<file path="src/rtl/match_pkg.sv">
// match_pkg: shared types and helpers for the match controller.
//   match_state_t : READY / PLAY / ENDGAME match flow states
//   KEY_SPACE     : default start keycode (space bar)
//   popcount      : number of set bits in an up-to-8-bit vector
package match_pkg;

    typedef enum logic [1:0] {
        READY   = 2'd0,
        PLAY    = 2'd1,
        ENDGAME = 2'd2
    } match_state_t;

    localparam logic [7:0] KEY_SPACE = 8'h2C;

    function automatic logic [3:0] popcount(input logic [7:0] vec);
        logic [3:0] n;
        n = '0;
        for (int unsigned i = 0; i < 8; i++) begin
            n = n + 4'(vec[i]);
        end
        return n;
    endfunction

endpackage

</file>
<file path="src/rtl/player_stock.sv">
// player_stock: per-fighter stock tracker.
//   clk, reset_n : system clock, synchronous active-low reset
//   load_start   : reload lives with START_LIVES
//   play_en      : match is in PLAY; deaths count and timer runs only then
//   death        : death level (high while fighter is out of bounds)
//   lives        : remaining stock
//   alive        : lives != 0
//   invuln       : respawn invulnerability window active
module player_stock #(
    parameter int LIVES_W        = 3,
    parameter int START_LIVES    = 3,
    parameter int RESPAWN_CYCLES = 120
) (
    input  logic               clk,
    input  logic               reset_n,
    input  logic               load_start,
    input  logic               play_en,
    input  logic               death,
    output logic [LIVES_W-1:0] lives,
    output logic               alive,
    output logic               invuln
);

    localparam int TIMER_W = $clog2(RESPAWN_CYCLES + 1);

    logic [TIMER_W-1:0] timer;
    logic               death_prev;
    logic               accept;

    // A death only counts on its rising edge, with stock left and no active window.
    assign accept = play_en && death && !death_prev && (lives != '0) && (timer == '0);

    always_ff @(posedge clk) begin
        if (!reset_n) begin
            lives      <= LIVES_W'(START_LIVES);
            timer      <= '0;
            death_prev <= 1'b0;
        end else begin
            death_prev <= death;

            if (load_start) begin
                lives <= LIVES_W'(START_LIVES);
            end else if (accept) begin
                lives <= lives - LIVES_W'(1);
            end

            // The final life lost starts no window; outside PLAY the window is cleared.
            if (!play_en) begin
                timer <= '0;
            end else if (accept && (lives != LIVES_W'(1))) begin
                timer <= TIMER_W'(RESPAWN_CYCLES);
            end else if (timer != '0) begin
                timer <= timer - TIMER_W'(1);
            end
        end
    end

    assign alive  = (lives != '0);
    assign invuln = (timer != '0);

endmodule

</file>
<file path="src/rtl/match_controller.sv">
// match_controller: READY -> PLAY -> ENDGAME match flow with per-player stocks.
//   clk, reset_n : system clock, synchronous active-low reset
//   keycode      : current keyboard keycode; START_KEY edge advances the flow
//   death        : per-player death levels
//   state        : match state (READY=0, PLAY=1, ENDGAME=2)
//   lives        : packed lives, player i at [i*LIVES_W +: LIVES_W]
//   alive        : per-player lives != 0
//   invuln       : per-player respawn window active
//   winner       : lowest surviving index, valid in ENDGAME
//   draw         : ENDGAME reached with no survivor
module match_controller
    import match_pkg::*;
#(
    parameter int         NUM_PLAYERS    = 2,
    parameter int         LIVES_W        = 3,
    parameter int         START_LIVES    = 3,
    parameter int         RESPAWN_CYCLES = 120,
    parameter logic [7:0] START_KEY      = KEY_SPACE
) (
    input  logic                             clk,
    input  logic                             reset_n,
    input  logic [7:0]                       keycode,
    input  logic [NUM_PLAYERS-1:0]           death,
    output logic [1:0]                       state,
    output logic [NUM_PLAYERS*LIVES_W-1:0]   lives,
    output logic [NUM_PLAYERS-1:0]           alive,
    output logic [NUM_PLAYERS-1:0]           invuln,
    output logic [$clog2(NUM_PLAYERS)-1:0]   winner,
    output logic                             draw
);

    localparam int WIN_W = $clog2(NUM_PLAYERS);

    match_state_t     state_q;
    logic             key_prev;
    logic             key_now;
    logic             key_hit;
    logic             load_start;
    logic             play_en;
    logic [3:0]       live_count;
    logic [WIN_W-1:0] first_alive;

    assign key_now    = (keycode == START_KEY);
    assign key_hit    = key_now && !key_prev;
    assign live_count = popcount(8'(alive));
    assign play_en    = (state_q == PLAY);

    // Lives reload throughout READY and on the ENDGAME->READY edge itself,
    // so READY is entered already showing full stock.
    always_comb begin
        load_start = 1'b0;
        case (state_q)
            READY:   load_start = 1'b1;
            PLAY:    load_start = 1'b0;
            ENDGAME: load_start = key_hit;
            default: load_start = 1'b1;
        endcase
    end

    always_comb begin
        first_alive = '0;
        for (int unsigned i = NUM_PLAYERS; i > 0; i--) begin
            if (alive[i-1]) begin
                first_alive = WIN_W'(i - 1);
            end
        end
    end

    always_ff @(posedge clk) begin
        if (!reset_n) begin
            state_q  <= READY;
            key_prev <= 1'b0;
            winner   <= '0;
            draw     <= 1'b0;
        end else begin
            key_prev <= key_now;
            case (state_q)
                READY: begin
                    if (key_hit) begin
                        state_q <= PLAY;
                    end
                end
                PLAY: begin
                    if (live_count <= 4'd1) begin
                        state_q <= ENDGAME;
                        winner  <= first_alive;
                        draw    <= (live_count == 4'd0);
                    end
                end
                ENDGAME: begin
                    if (key_hit) begin
                        state_q <= READY;
                        winner  <= '0;
                        draw    <= 1'b0;
                    end
                end
                default: state_q <= READY;
            endcase
        end
    end

    assign state = state_q;

    for (genvar g = 0; g < NUM_PLAYERS; g++) begin : g_player
        player_stock #(
            .LIVES_W        (LIVES_W),
            .START_LIVES    (START_LIVES),
            .RESPAWN_CYCLES (RESPAWN_CYCLES)
        ) u_stock (
            .clk        (clk),
            .reset_n    (reset_n),
            .load_start (load_start),
            .play_en    (play_en),
            .death      (death[g]),
            .lives      (lives[g*LIVES_W +: LIVES_W]),
            .alive      (alive[g]),
            .invuln     (invuln[g])
        );
    end

endmodule
</file>
<file path="config.mk">
export PLATFORM = sky130hd
export DESIGN_NAME = match_controller
export DESIGN_NICKNAME = d
export VERILOG_FILES = /design/src/rtl/match_pkg.sv /design/src/rtl/player_stock.sv /design/src/rtl/match_controller.sv
export SDC_FILE = /design/constraint.sdc
export NUM_CORES = 1
export LEC_CHECK = 0
export BUFFER_PORTS_ARGS = -buffer_cell sky130_fd_sc_hd__buf_2
export CORE_MARGIN = 5
export CORE_UTILIZATION = 25
export DETAILED_ROUTE_END_ITERATION = 10
export SYNTH_ARGS = -nofsm -noshare
export SYNTH_HDL_FRONTEND = slang
export SYNTH_SLANG_ARGS = --single-unit
</file>
<file path="constraint.sdc">
create_clock -name clk -period 2 [get_ports clk]
set_input_delay 0.6 -clock clk [delete_from_list [all_inputs] [get_ports clk]]
set_output_delay 0.6 -clock clk [all_outputs]
set_load 0.005 [all_outputs]
</file>
Yosys cells after proc, flatten, opt, wreduce, memory -nomap -nowiden
Cells that the tools add are included.
W data, S select, Z words.
- add/sub/neg operators: 5
- magnitude comparators: 1
- equal/unequal tests: 8
- muxes and demuxes: 16
- bitwise operators: 2
- reductions and logical operators: 31
- operator list (cell ; count):
    $mux W7 ; 4
    $logic_not A7 Y1 ; 2
    $reduce_bool A7 Y1 ; 2
    $sub A7 B1 Y7 const B ; 2
    $logic_and A1 B1 Y1 ; 11
    $eq A8 B6 Y1 const B ; 1
    $mux W2 ; 3
    $ne A2 B2 Y1 const B ; 3
    $ne A3 B1 Y1 const B ; 2
    $pmux W1 S2 ; 3
    $pmux W2 S3 ; 1
    $reduce_and A3 Y1 ; 2
    $reduce_bool A2 Y1 ; 3
    $reduce_bool A3 Y1 ; 2
    $reduce_or A3 Y1 ; 2
    $sub A3 B1 Y3 const B ; 2
    $mux W1 ; 5
    $logic_not A4 Y1 ; 1
    $logic_not A1 Y1 ; 3
    $add A1 B1 Y2 ; 1
    $eq A2 B1 Y1 const B ; 1
    $eq A2 B2 Y1 const B ; 1
    $le A2 B1 Y1 const B ; 1
    $logic_not A2 Y1 ; 1
    other kinds (3) ; 4
- bits in registers: 27
- output and inout bits: 14
- logic and storage cells: 75

Logic depth before layout (Yosys ltp)
- depth after elaboration: 7
- gate-level depth with buffers: 8

Hierarchy
From an unflattened synthesis, not the netlist that was laid out.
- cell total of the unflattened synthesis: 145
- area total of the unflattened synthesis: 1366.3 µm²
- by module, submodules not included (module ; instances ; cells each ; area each (µm²)):
    player_stock ; 2 ; 60 ; 559.3
    match_controller ; 1 ; 25 ; 247.7

Worst setup path before layout
No wires, ideal clock.
- kind: flip-flop to output port
- from: register g_player[1].u_stock.timer[0]
- to: output port invuln[1]
- arrival time: 1312 ps
- data required time: 1400 ps
- slack: 88 ps
- stages on the path, launching flop included: 8
- buffers on the path: 2
- cell sequence: dfxtp_1 > inv_1 > ha_1 > nor4b_2 > and2_1 > buf_2 > inv_1 > buf_4
- word-level cells in the longest chain between the ends: 1
- RTL lines (element ; RTL line ; RTL):
    start: declaration ; player_stock.sv:26 ; logic [TIMER_W-1:0] timer;
    start signal: assignment ; player_stock.sv:51 ; timer <= TIMER_W'(RESPAWN_CYCLES);
    start signal: assignment ; player_stock.sv:53 ; timer <= timer - TIMER_W'(1);
    $reduce_bool A7 Y1 ; player_stock.sv:59 ; assign invuln = (timer != '0);
    end: declaration ; match_controller.sv:27 ; output logic [NUM_PLAYERS-1:0] invuln,
No other way between the ends.

Final worst setup path
Ends and elaborated chain as after synthesis.

==> metrics.yaml <==
fin_cells: 265
maxCapViolCount: 0
path_class: "flop to output pin"
io_buffers: 25
peakVddDrop_mv: 0.261
die_area_um2: 7190
finalClockSkew_ps: 2.72
grt_setup_unrepaired: "true"
antenna_found_initial: 0
drc: 0
worst_ep_required_time_ps: 1400
start_kind: "flop"
synth_area_um2: 1400
synth_top_cells_by_area: "dfxtp_1 (39%), ha_1 (7.2%), inv_1 (3.8%)"
leakagePower_nw: 0.751
synth_top_family_by_area: "simple AND/OR/NAND/NOR gates"
crit_path_max_fanout: 3
p_switching_mw: 0.181
dpl.hpwl_um: 2340
rows: 27
setup_viol: 0
io_pins: 26
synth-edff-count: 0
cts_inserted_buffers: 3
clock_latency_ps: 270
synth-simple-area-share: 0.288
synth_top_flop_cell: "dfxtp_1"
combPwrFrac: 0.025
gp_congestion: 0.747
synth_fa_ha_area_frac: 0.0716
synth_top_area_frac: 0.386
fillerInstances: 593
die_y_um: 84.8
cts_hold_buf: 0
seq_area_um2: 548
synth-compound-area-share: 0.159
vias: 1249
cts_root_buffer: "clkbuf_8"
status: "completed"
post-place-cells: 255
hold_class: "flop to flop"
maxSlewHeadroom: 0.690
cts_tree: "done"
synthMuxAreaShare: 0
grtUsageTotal: 0.0903
dieWidth_um: 84.8
p_int_mw: 0.694
first_pass_iters: 4
grt_pass1_vias: 1238
n_antenna_cell: 0
yosysMostFrequentCell: "dfxtp_1"
yosys-top-cells-count: "dfxtp_1 (27), inv_1 (14), nor2_1 (14), nand2_1 (12), ha_1 (8)"
power_frac_seq: 0.617
yosys_warnings: 0
drt_iter0_drc: 79
arrival_ps: 1380
path_clk_slew_ps: 90
grt_first_pass_wirelength_um: 5500
synth.distinct_cells: 37
wl_per_cell_um: 11.9
max_freq_ghz: 0.506
drt-total-wl_um: 3150
hold_viol: 0
syn_avg_cell_area_um2: 8.69
gr-total-overflow: 0
synth_seq_cells: 27
clock_power_share: 0.358
multiInputGateArea_um2: 826
synth_seq_area_share: 0.386
nets: 214
cts_max_level: 1
synth_nets: 181
synth_xor_area_frac: 0.0250
synthCells: 161
start_util: 0.256
syn_to_final_growth_pct: 26.8
clkSinkCount: 27
clockBufferDepth: 2
final_util: 0.324
worst_slack_ps: 23.6
cp-end-kind: "output pin"
synth-async-reset-ratio: 0
powerDensity_nw_per_um2: 493
drive_above_1_share: 0.342
final-max-slew-violation-count: 0
p_total_mw: 0.875
worst_pin_slew_ps: 464
grt_max_degree: 15
period_minus_slack_ps: 1980
post-place-ws_ps: 104
viasPerCell: 4.71
ant_nets: 0
core_um2: 5470
synth_area_leader_cell: "dfxtp_1"
netSwitchingFraction: 0.207
finalCritPeriodShare: 0.988
==> cell families (layout without fill, tap and decap cells) <==
group                    count (synthesis)  in the layout
AO/OA/AOI/OAI                           33             33
XOR/XNOR                                 4              4
adder cells (fa/ha/maj)                  8              8
buffers and inverters                   21             53
flip-flops                              27             27
AND/OR/NAND/NOR                         68             68
==> cells in the final DEF, fill, tap and decap left out, types with 2 or more instances in the layout <==
| cell | Yosys | final |
|---|---|---|
| nor2_1 | 14 | 14 |
| or2_2 | 2 | 2 |
| nor3_1 | 2 | 2 |
| ha_4 | 0 | 2 |
| buf_4 | 4 | 10 |
| o311a_1 | 3 | 3 |
| ha_1 | 8 | 5 |
| buf_2 | 3 | 23 |
| a21oi_1 | 5 | 5 |
| nor2b_4 | 0 | 2 |
| and2_1 | 5 | 3 |
| nand4_1 | 4 | 4 |
| or2_0 | 2 | 2 |
| nor4b_4 | 0 | 2 |
| and4_1 | 3 | 3 |
| clkbuf_8 | 0 | 3 |
| buf_6 | 0 | 2 |
| dfxtp_1 | 27 | 21 |
| a31oi_1 | 7 | 7 |
| xnor2_1 | 4 | 4 |
| nand2_1 | 12 | 12 |
| o21ai_0 | 4 | 4 |
| inv_1 | 14 | 7 |
| o21ai_1 | 3 | 3 |
| and2_4 | 0 | 2 |
| a21boi_1 | 2 | 2 |
| or3_1 | 7 | 7 |
| nand3_1 | 3 | 3 |
| dfxtp_2 | 0 | 6 |
| inv_2 | 0 | 7 |
| a211oi_1 | 2 | 2 |
| o31ai_1 | 2 | 2 |
| nand2b_1 | 2 | 2 |
| a31o_2 | 2 | 2 |
| o2111ai_1 | 2 | 2 |
==> routing by layer <==
metal  wire length (um)  GRT usage  share of wire  vias up
li1                   -          -              -      638
met1               1450      0.110           0.46      587
met2               1540      0.162           0.49       21
met3                137     0.0236          0.044        3
met4                 14     0.0129         0.0044        0
met5                  0          0              0        -
==> flip-flops by register name, indices dropped and copies added (netlist names) <==
register	cells
g_player.u_stock.lives	6
g_player.u_stock.timer	14
g_player.u_stock.death_prev	2
winner	1
draw	1
key_prev	1
state	2
==> per-stage QoR <==
stage	hold WS, ps	TNS (ps)	cell area [um2]
final	484	0	1770
after global routing	534	-124	1770
after CTS	484	0	1710
after detailed placement	471	0	1600
after global placement	468	0	1600
after floorplan	455	0	1400
==> cell type report <==
class / instances / share of cell area
Sequential cell: 27 / 0.309
Tap cell: 72 / 0.0508
Timing Repair Buffer: 35 / 0.120
Multi-Input combinational cell: 113 / 0.465
Inverter: 14 / 0.0296
Clock buffer: 4 / 0.0254
==> critical path, cell delays in order (launching register included) <==
cell	delay (ps)
dfxtp_2	330
inv_2	70
ha_4	140
nor4b_4	220
and2_4	190
inv_2	40
buf_6	110
==> worst paths after layout <==
check                                               to  slack, ps  cells past startpoint                                 startpoint
max reg2reg  g_player[0].u_stock.timer[5]$_SDFFE_PP0P_        400                      7  g_player[0].u_stock.timer[1]$_SDFFE_PP0P_
min reg2reg                          draw$_SDFFE_PN0P_        480                      2                          draw$_SDFFE_PN0P_
min                                  draw$_SDFFE_PN0P_        480                      2                          draw$_SDFFE_PN0P_
max                                          invuln[1]         20                      6  g_player[1].u_stock.timer[0]$_SDFFE_PP0P_
==> repair_timing <==
item	4_1_cts	5_1_grt
gates cloned	0	0
endpoints found under the setup margin	4	4
resized for setup	17	11
setup buffers	1	5
pin swaps	4	4
==> power groups by stage <==
stage	sequential (mW)	clock [mW]	combinational (mW)
5_1_grt	0.540	0.349	0.0253
3_3_place_gp	0.553	0	0.0213
2_1_floorplan	0.553	0	0.00754
6_report	0.540	0.313	0.0219
3_5_place_dp	0.553	0	0.0219
4_1_cts	0.540	0.329	0.0220
(Power assumes the default switching activity.)
